### src/rtl/frame_scheduler_pkg.sv
// frame_scheduler_pkg: shared FSM state encoding, default frame/output lengths and address width.
package frame_scheduler_pkg;
  typedef enum logic [2:0] {FILL, COPY, START, RUN, DONE} state_t;
  localparam int FRAME_LEN_DEF = 1024;
  localparam int OUT_LEN_N_DEF = 1024;
  localparam int OUT_LEN_R_DEF = 576;
  localparam int ADDR_W = 10;
endpackage

### src/rtl/frame_addr_counter.sv
// frame_addr_counter: wrapping up-counter with enable, sync clear, programmable terminal count tc and co (count==tc).
// Ports: clk, rst (sync, active-high), en, clr, tc -> cnt, co.
module frame_addr_counter #(
  parameter int W = 10
) (
  input  logic         clk,
  input  logic         rst,
  input  logic         en,
  input  logic         clr,
  input  logic [W-1:0] tc,
  output logic [W-1:0] cnt,
  output logic         co
);
  logic [W-1:0] cnt_q, cnt_d;
  assign co = cnt_q == tc;
  assign cnt = cnt_q;
  always_comb cnt_d = clr ? '0 : !en ? cnt_q : co ? '0 : cnt_q + W'(1);
  always_ff @(posedge clk) begin
    if (rst) cnt_q <= '0;
    else cnt_q <= cnt_d;
  end
endmodule

### src/rtl/frame_scheduler.sv
// frame_scheduler: sequences input-buffer fill, buffer copy, FIR run and output-buffer writes per analysis frame.
// Inputs: clk, reset (sync, active-high), ready (ADC strobe), rising_tone (mode), copy_end, fir_end.
// Outputs: in_copy, fir_start, fir_oe, out_buf_wea, out_addr, sample_count, mode_q, collision, overrun.
// Optional: define FRAME_SCHED_STATS_EN to add frame_cnt (processed frames) and drop_cnt (dropped frames).
module frame_scheduler
  import frame_scheduler_pkg::*;
#(
  parameter int FRAME_LEN = FRAME_LEN_DEF,
  parameter int OUT_LEN_N = OUT_LEN_N_DEF,
  parameter int OUT_LEN_R = OUT_LEN_R_DEF
) (
  input  logic              clk,
  input  logic              reset,
  input  logic              ready,
  input  logic              rising_tone,
  input  logic              copy_end,
  input  logic              fir_end,
  output logic              in_copy,
  output logic              fir_start,
  output logic              fir_oe,
  output logic              out_buf_wea,
  output logic [ADDR_W-1:0] out_addr,
  output logic [ADDR_W-1:0] sample_count,
  output logic              mode_q,
  output logic              collision,
  output logic              overrun
`ifdef FRAME_SCHED_STATS_EN
  , output logic [15:0]     frame_cnt,
  output logic [7:0]        drop_cnt
`endif
);
  state_t state_q, state_d;
  logic pending_q, pending_d, overrun_q, overrun_d, mode_d;
  logic in_copy_q, in_copy_d, fir_start_q, fir_start_d, fir_oe_q, fir_oe_d;
  logic wea_q, wea_d, collision_q, collision_d;
  logic frame_done, drop, sc_co, oa_co, oa_clr, oa_en;
  logic [ADDR_W-1:0] lim;
  frame_addr_counter #(.W(ADDR_W)) u_sample_cnt (
    .clk(clk), .rst(reset), .en(ready), .clr(1'b0),
    .tc(ADDR_W'(FRAME_LEN - 1)), .cnt(sample_count), .co(sc_co)
  );
  frame_addr_counter #(.W(ADDR_W)) u_out_addr (
    .clk(clk), .rst(reset), .en(oa_en), .clr(oa_clr),
    .tc(lim), .cnt(out_addr), .co(oa_co)
  );
  always_comb begin
    frame_done = ready && sc_co;
    state_d = state_q;
    case (state_q)
      FILL:    state_d = frame_done ? COPY : FILL;
      COPY:    state_d = copy_end ? START : COPY;
      START:   state_d = RUN;
      RUN:     state_d = (wea_q && oa_co) ? DONE : RUN;
      DONE:    state_d = (pending_q || frame_done) ? COPY : FILL;
      default: state_d = FILL;
    endcase
    // Only one frame can wait for the copy; a second arrival while one is queued is lost.
    drop = frame_done && state_q != FILL && pending_q;
    pending_d = (state_q == DONE) ? 1'b0 : (frame_done && state_q != FILL) ? 1'b1 : pending_q;
    overrun_d = overrun_q || drop;
    mode_d = (state_d == COPY && state_q != COPY) ? rising_tone : mode_q;
    in_copy_d = state_d == COPY;
    fir_start_d = state_d == START;
    fir_oe_d = state_d == RUN;
    // A fir_end landing on the final write's cycle is not accepted, so the frame never over-writes.
    wea_d = fir_end && state_q == RUN && state_d == RUN;
    collision_d = ready && in_copy_q;
    lim = mode_q ? ADDR_W'(OUT_LEN_R - 1) : ADDR_W'(OUT_LEN_N - 1);
    oa_clr = state_d == START;
    oa_en = wea_q && !oa_co;
  end
  always_ff @(posedge clk) begin
    if (reset) begin
      state_q <= FILL;
      pending_q <= 1'b0;
      overrun_q <= 1'b0;
      mode_q <= 1'b0;
      in_copy_q <= 1'b0;
      fir_start_q <= 1'b0;
      fir_oe_q <= 1'b0;
      wea_q <= 1'b0;
      collision_q <= 1'b0;
    end else begin
      state_q <= state_d;
      pending_q <= pending_d;
      overrun_q <= overrun_d;
      mode_q <= mode_d;
      in_copy_q <= in_copy_d;
      fir_start_q <= fir_start_d;
      fir_oe_q <= fir_oe_d;
      wea_q <= wea_d;
      collision_q <= collision_d;
    end
  end
  assign in_copy = in_copy_q;
  assign fir_start = fir_start_q;
  assign fir_oe = fir_oe_q;
  assign out_buf_wea = wea_q;
  assign collision = collision_q;
  assign overrun = overrun_q;
`ifdef FRAME_SCHED_STATS_EN
  logic [15:0] frame_cnt_q, frame_cnt_d;
  logic [7:0] drop_cnt_q, drop_cnt_d;
  always_comb begin
    frame_cnt_d = (state_q == DONE) ? frame_cnt_q + 16'd1 : frame_cnt_q;
    drop_cnt_d = (drop && drop_cnt_q != 8'hff) ? drop_cnt_q + 8'd1 : drop_cnt_q;
  end
  always_ff @(posedge clk) begin
    if (reset) begin
      frame_cnt_q <= '0;
      drop_cnt_q <= '0;
    end else begin
      frame_cnt_q <= frame_cnt_d;
      drop_cnt_q <= drop_cnt_d;
    end
  end
  assign frame_cnt = frame_cnt_q;
  assign drop_cnt = drop_cnt_q;
`endif
endmodule

### config.mk
export PLATFORM = sky130hd
export DESIGN_NAME = frame_scheduler
export DESIGN_NICKNAME = d
export VERILOG_FILES = /design/src/rtl/frame_scheduler_pkg.sv /design/src/rtl/frame_addr_counter.sv /design/src/rtl/frame_scheduler.sv
export SDC_FILE = /design/constraint.sdc
export NUM_CORES = 1
export LEC_CHECK = 0
export BUFFER_PORTS_ARGS = -buffer_cell sky130_fd_sc_hd__buf_2
export CAP_MARGIN = 0
export CORE_MARGIN = 3
export CORE_UTILIZATION = 55
export CTS_BUF_LIST = sky130_fd_sc_hd__clkbuf_4 sky130_fd_sc_hd__clkbuf_8
export DETAILED_ROUTE_END_ITERATION = 16
export PLACE_DENSITY_LB_ADDON = 0.25
export SLEW_MARGIN = 0
export SYNTH_ARGS = -nofsm -noshare
export SYNTH_HDL_FRONTEND = slang
export SYNTH_SLANG_ARGS = --single-unit
### constraint.sdc
create_clock -name clk -period 1.9 [get_ports clk]
set_clock_uncertainty 0.05 [all_clocks]
set_input_delay 0.285 -clock clk [delete_from_list [all_inputs] [get_ports clk]]
set_output_delay 0.285 -clock clk [all_outputs]
set_load 0.01 [all_outputs]
==> qor.txt, run 1 <==
Die height = 57.22 um
Tightest Pin Transition = 0.4096 ns
Synth top area cells = dfxtp_1 (43%), a21oi_1 (3.8%), nand2_1 (3.6%)
Crit path capture type = register
Layout Utilization = 0.7273
TritonCTS Buffers = 5
First-pass GRT wire length = 5.520 mm
Peak VDD IR = 570.9 uV
Yosys cell types = 45
Max-cap violations = 0
DR vias/cell = 5.796
Fill cells = 190
Max Freq = 0.5599 GHz
Worst Path Max Fanout = 14
Reg clk slew, reported paths = 0.10 ns
Sequential area share after synthesis = 0.4302
Top-area cell type share of the netlist area = 0.4302
Number of global-route vias before repair = 1217
Non-Filler Instances = 226
Via count = 1310
Top-count cell post-synth = dfxtp_1
Top-Level Pins = 33
Total GRT Usage = 0.2228
DR top layer = met4
Initial antenna violation count = 0
Average size of a mapped cell = 9.016 um2
Area of the mapped netlist = 1443 um2
Status = finished clean
Placed Instances = 218
Nets = 205
Row cnt = 17
Gate Count Post-Synth = 160
Clk_lat worst skew = 0.34 ns
CTS hold repair buffers = 0
CTS tree = built
Cell Pwr Density = 638.6 nW/um2
CP Data Required Time = 2.11 ns
Primary FF master, synth = dfxtp_1
Buffers on Ports = 32
Clock buffer depth = 2
Wl on met1 = 1.500 mm
Final wirelength = 3.280 mm
Layout cell share with drive strength beyond 1 = 0.3182
Pre-CTS setup slack = 0.1375 ns
Root Driver = clkbuf_4
GPL Wtd Cong = 0.8428
Setup TNS = 0 ns
Final Max Tran Viols = 0
Fin crit share = 0.9400
Normalized max-slew margin = 0.7232
CTS sink cnt = 31
Die extent in x = 57.22 um
Setup-failing EPs final = 0
Most frequent cells after synthesis = dfxtp_1 (31), nand2_1 (14), nor2_1 (12), a21oi_1 (11), o21ai_0 (10)
Critical Path Source Type = register
Number of H-tree levels = 2
Met3 wire len = 180 um
Setup repair bufs after CTS = 0
Remaining global-route overflow = 0
WP data arrival = 2.00 ns
Drt drc = 0
Syn_nets = 168
Layout area overhead = 17.95%
First-pass DRT Iterations = 6
Slowest CP cell = or4b_4
Core area = 2340 um2
Ys Warns = 0
Max stage delay on crit path = 0.57 ns
ANT nets after route = 0
Routed length on met2 = 1.532 mm
Synth Register Bits = 31
Inserted Diodes = 0
Setup CP Type = register to register
CP Cell Sequence = or4b_4 > a211oi_4 > buf_4 > nor2_2 > a311oi_2
Hpwl dp = 2.305 mm
Pin count of the biggest net entering global routing = 21
Unrepaired setup endpoints after global routing = no
Number of synthesized flops with an enable pin = 0
Detailed Route Iter0 Violations = 47
Final Hold Fails = 0
Ys async rst share = 0
Post-cts resize count = 0
PnR worst setup slack = 0.1140 ns
Dominant cell type by area after synthesis = dfxtp_1
Routed len/inst = 14.51 um
Worst min path class = input pin to register
Fin crit period = 1.786 ns
Leak pwr = 0.6824 nW
Initial Util = 0.6166
Full die area = 3274 um2
## worst max-delay path: cells and delay by family, from the launching register on
kind,cells,cell delay (ns)
DFF,1,0.36
buffers and inverters,1,0.21
AOI/OAI and AO/OA,2,0.47
and+or+nand+nor,2,0.62
## layout by cell type, fill, tap and decap left out, types with 2 or more instances in the layout
cell and instances:
nand2b_1 4, nor3_1 8, clkbuf_4 7, xor2_1 2
or3_2 5, nand2_1 14, xnor2_1 6, nor3b_1 2
buf_2 32, o31ai_1 3, a31oi_1 2, nor2_1 12
nand4_1 6, and3_1 3, buf_4 4, a21oi_1 11
dfxtp_1 31, o21ai_0 10, or2_2 4, nand3_1 5
or3_1 2
## kinds of logic (layout without fill, tap and decap cells)
family	count (synthesis)	count (layout)	share of synthesized area
AOI/OAI and AO/OA	33	33	0.1587
and+or+nand+nor	77	77	0.3036
DFF	31	31	0.4302
buffers and inverters	7	45	0.02688
muxes	2	2	0.01474
adders and majority gates	2	2	0.01734
xor gates and xnor gates	8	8	0.04857
## area by class of cell
cell class,count,area (um2),area share
Inverter,1,3.754,0.002206
Clock inverter,1,5.005,0.002941
Multi-Input combinational cell,122,794.5,0.4669
Sequential cell,31,620.6,0.3647
Clock buffer,7,52.55,0.03088
Tap cell,28,35.03,0.02059
Timing Repair Buffer,36,190.2,0.1118
## power by group
part	switching [W]	internal, W
clock network	0.000223	0.000172
logic	0.0000209	0.0000149
registers	0.00000347	0.000652
total	0.000247	0.000840
## per-stage QoR
stage | total power, W | hold WS [ns] | cell area (um2)
global placement | 0.0007053 | 0.3720 | 1633
CTS | 0.001103 | 0.08679 | 1690
finish | 0.001087 | 0.1059 | 1702
floorplan | 0.0006944 | 0.3512 | 1443
global route | 0.001142 | 0.07667 | 1702
detailed placement | 0.0007064 | 0.3776 | 1633
## per-layer routing
layer / vias up / track usage
met1: 609 / 0.2737
met4: 0 / 0.09934
met3: 6 / 0.08824
li1: 662 / -
met2: 33 / 0.3442
met5: - / 0
## final timing paths
kind                                                startpoint                              to  slack (ns)  depth (start not counted)
worst min register to register              in_copy$_SDFF_PP0_            collision$_SDFF_PP0_        0.39                          2
worst max register to register  u_out_addr.cnt[7]$_SDFFE_PP0P_  u_out_addr.cnt[2]$_SDFFE_PP0P_        0.11                          5
worst min-delay path                                   fir_end          out_buf_wea$_SDFF_PP0_        0.11                          3
worst max-delay path            u_out_addr.cnt[7]$_SDFFE_PP0P_  u_out_addr.cnt[2]$_SDFFE_PP0P_        0.11                          5
No activity file was read; power rests on OpenSTA's default activity.
==> run 2: changes to the inputs <==
--- a/config.mk
+++ b/config.mk
@@ -11,7 +11,7 @@
 export CORE_UTILIZATION = 55
 export CTS_BUF_LIST = sky130_fd_sc_hd__clkbuf_4 sky130_fd_sc_hd__clkbuf_8
 export DETAILED_ROUTE_END_ITERATION = 16
-export PLACE_DENSITY_LB_ADDON = 0.25
+export PLACE_DENSITY = 0.81
 export SLEW_MARGIN = 0
 export SYNTH_ARGS = -nofsm -noshare
 export SYNTH_HDL_FRONTEND = slang
==> run 2 against run 1 <==
Sequential power hardly changed. Cell count rose by 0.88%. Clock power down 2%. Non-clock buffer count grew 2. Die area unchanged. Global-route usage down 2.1 points. Final area rose by 0.37%. Via count up 1.6%. Routed wire length down 5.0%. Worst hold slack better by 0.019 ns. Core utilization increased by 0.27 points. Power fell by 0.67%. Highest routed layer unchanged.
==> qor.txt, run 2 (same netlist as run 1, synthesis figures left out) <==
Detailed Route Iter0 Violations = 38
Total GRT Usage = 0.2018
Nets = 207
Layout Utilization = 0.7299
CP Data Required Time = 2.09 ns
CTS hold repair buffers = 0
Pin count of the biggest net entering global routing = 21
Top-Level Pins = 33
DR vias/cell = 5.838
Tightest Pin Transition = 0.4230 ns
Initial antenna violation count = 0
Final wirelength = 3.116 mm
R2r endpoint = u_out_addr.cnt[2]$_SDFFE_PP0P_
Worst Path Max Fanout = 14
First-pass GRT wire length = 5.257 mm
GPL Wtd Cong = 0.8397
Final Hold Fails = 0
Final Max Tran Viols = 0
Hpwl dp = 2.279 mm
ANT nets after route = 0
Inserted Diodes = 0
WP data arrival = 1.96 ns
Via count = 1331
Flop-to-flop setup slack = 0.13 ns
CTS sink cnt = 31
Most common cell after layout, fill and taps aside = buf_2
Total Power = 0.001079 W
Core area = 2340 um2
Critical R2R Launch = u_out_addr.cnt[7]$_SDFFE_PP0P_
Normalized max-slew margin = 0.7142
Number of global-route vias before repair = 1230
Peak VDD IR = 635.2 uV
Setup TNS = 0 ns
Setup CP Type = register to register
Drt drc = 0
Placed Instances = 220
Max Freq = 0.5645 GHz
Critical path endpoint = u_out_addr.cnt[2]$_SDFFE_PP0P_
Most frequent cells in the layout = buf_2 (32), dfxtp_1 (31), nand2_1 (14)
Setup repair bufs after CTS = 0
Crit path capture type = register
Die height = 57.22 um
Min-delay src = fir_end
Unrepaired setup endpoints after global routing = no
Max-cap violations = 0
Fin crit period = 1.772 ns
Cell Pwr Density = 632.0 nW/um2
First-pass DRT Iterations = 4
Root Driver = clkbuf_4
Reg clk slew, reported paths = 0.10 ns
Remaining global-route overflow = 0
Critical Path Source Type = register
Non-Filler Instances = 228
Fin crit share = 0.9324
Status = finished clean
Number of H-tree levels = 2
Clk_lat worst skew = 0.32 ns
Routed len/inst = 13.67 um
CTS tree = built
Clock buffer depth = 2
R2R cell count = 5
Layout cell share with drive strength beyond 1 = 0.3250
Layout area overhead = 18.39%
Setup-failing EPs final = 0
Leak pwr = 0.6765 nW
Buffers on Ports = 32
Initial Util = 0.6166
CP startpoint = u_out_addr.cnt[7]$_SDFFE_PP0P_
Full die area = 3274 um2
Worst min path class = input pin to register
Post-cts resize count = 0
Row cnt = 17
Die extent in x = 57.22 um
TritonCTS Buffers = 5
## run 2: how the worst min path moves through the flow
stage | to | slack [ns] | depth (start not counted)
after floorplan | out_buf_wea$_SDFF_PP0_ | 0.35 | 2
after global placement | collision$_SDFF_PP0_ | 0.37 | 2
after detailed placement | collision$_SDFF_PP0_ | 0.38 | 2
after CTS | out_buf_wea$_SDFF_PP0_ | 0.12 | 3
after global routing | out_buf_wea$_SDFF_PP0_ | 0.11 | 3
final | out_buf_wea$_SDFF_PP0_ | 0.12 | 3
## run 2: critical path: stages, from the launching register on
cell and delay (ns):
dfxtp_1 0.36, or4b_4 0.57, a211oi_4 0.22, buf_4 0.21, nor2_2 0.05, a311oi_2 0.24
## run 2: per-layer routing
layer,vias to the layer above,wire length (um),track usage
met5,-,0,0
met2,36,1494,0.3295
met1,629,1417,0.2542
li1,661,-,-
met4,0,41,0.07947
met3,5,163,0.05204
## run 2: stage by stage
step,instance area (um2),worst slack (ns),hold WS [ns]
after detailed placement,1648,0.1377,0.3785
final,1708,0.1285,0.1248
after CTS,1705,0.1182,0.1187
after floorplan,1443,0.1271,0.3512
after global placement,1648,0.1975,0.3711
after global routing,1708,0.04575,0.1138
## run 2: cell type report
cell class | count | area (um2)
clock buffer | 7 | 52.55
clock inverter | 1 | 5.005
fill | 208 | 631.9
inverter | 1 | 3.754
multi-input combinational | 122 | 785.8
sequential | 31 | 620.6
tap | 28 | 35.03
timing repair buffer | 38 | 205.2
## run 2: power by group
group | internal [W] | total [W] | switching [W]
clock network | 0.000173 | 0.000388 | 0.000215
logic | 0.0000147 | 0.0000357 | 0.0000210
registers | 0.000652 | 0.000656 | 0.00000326
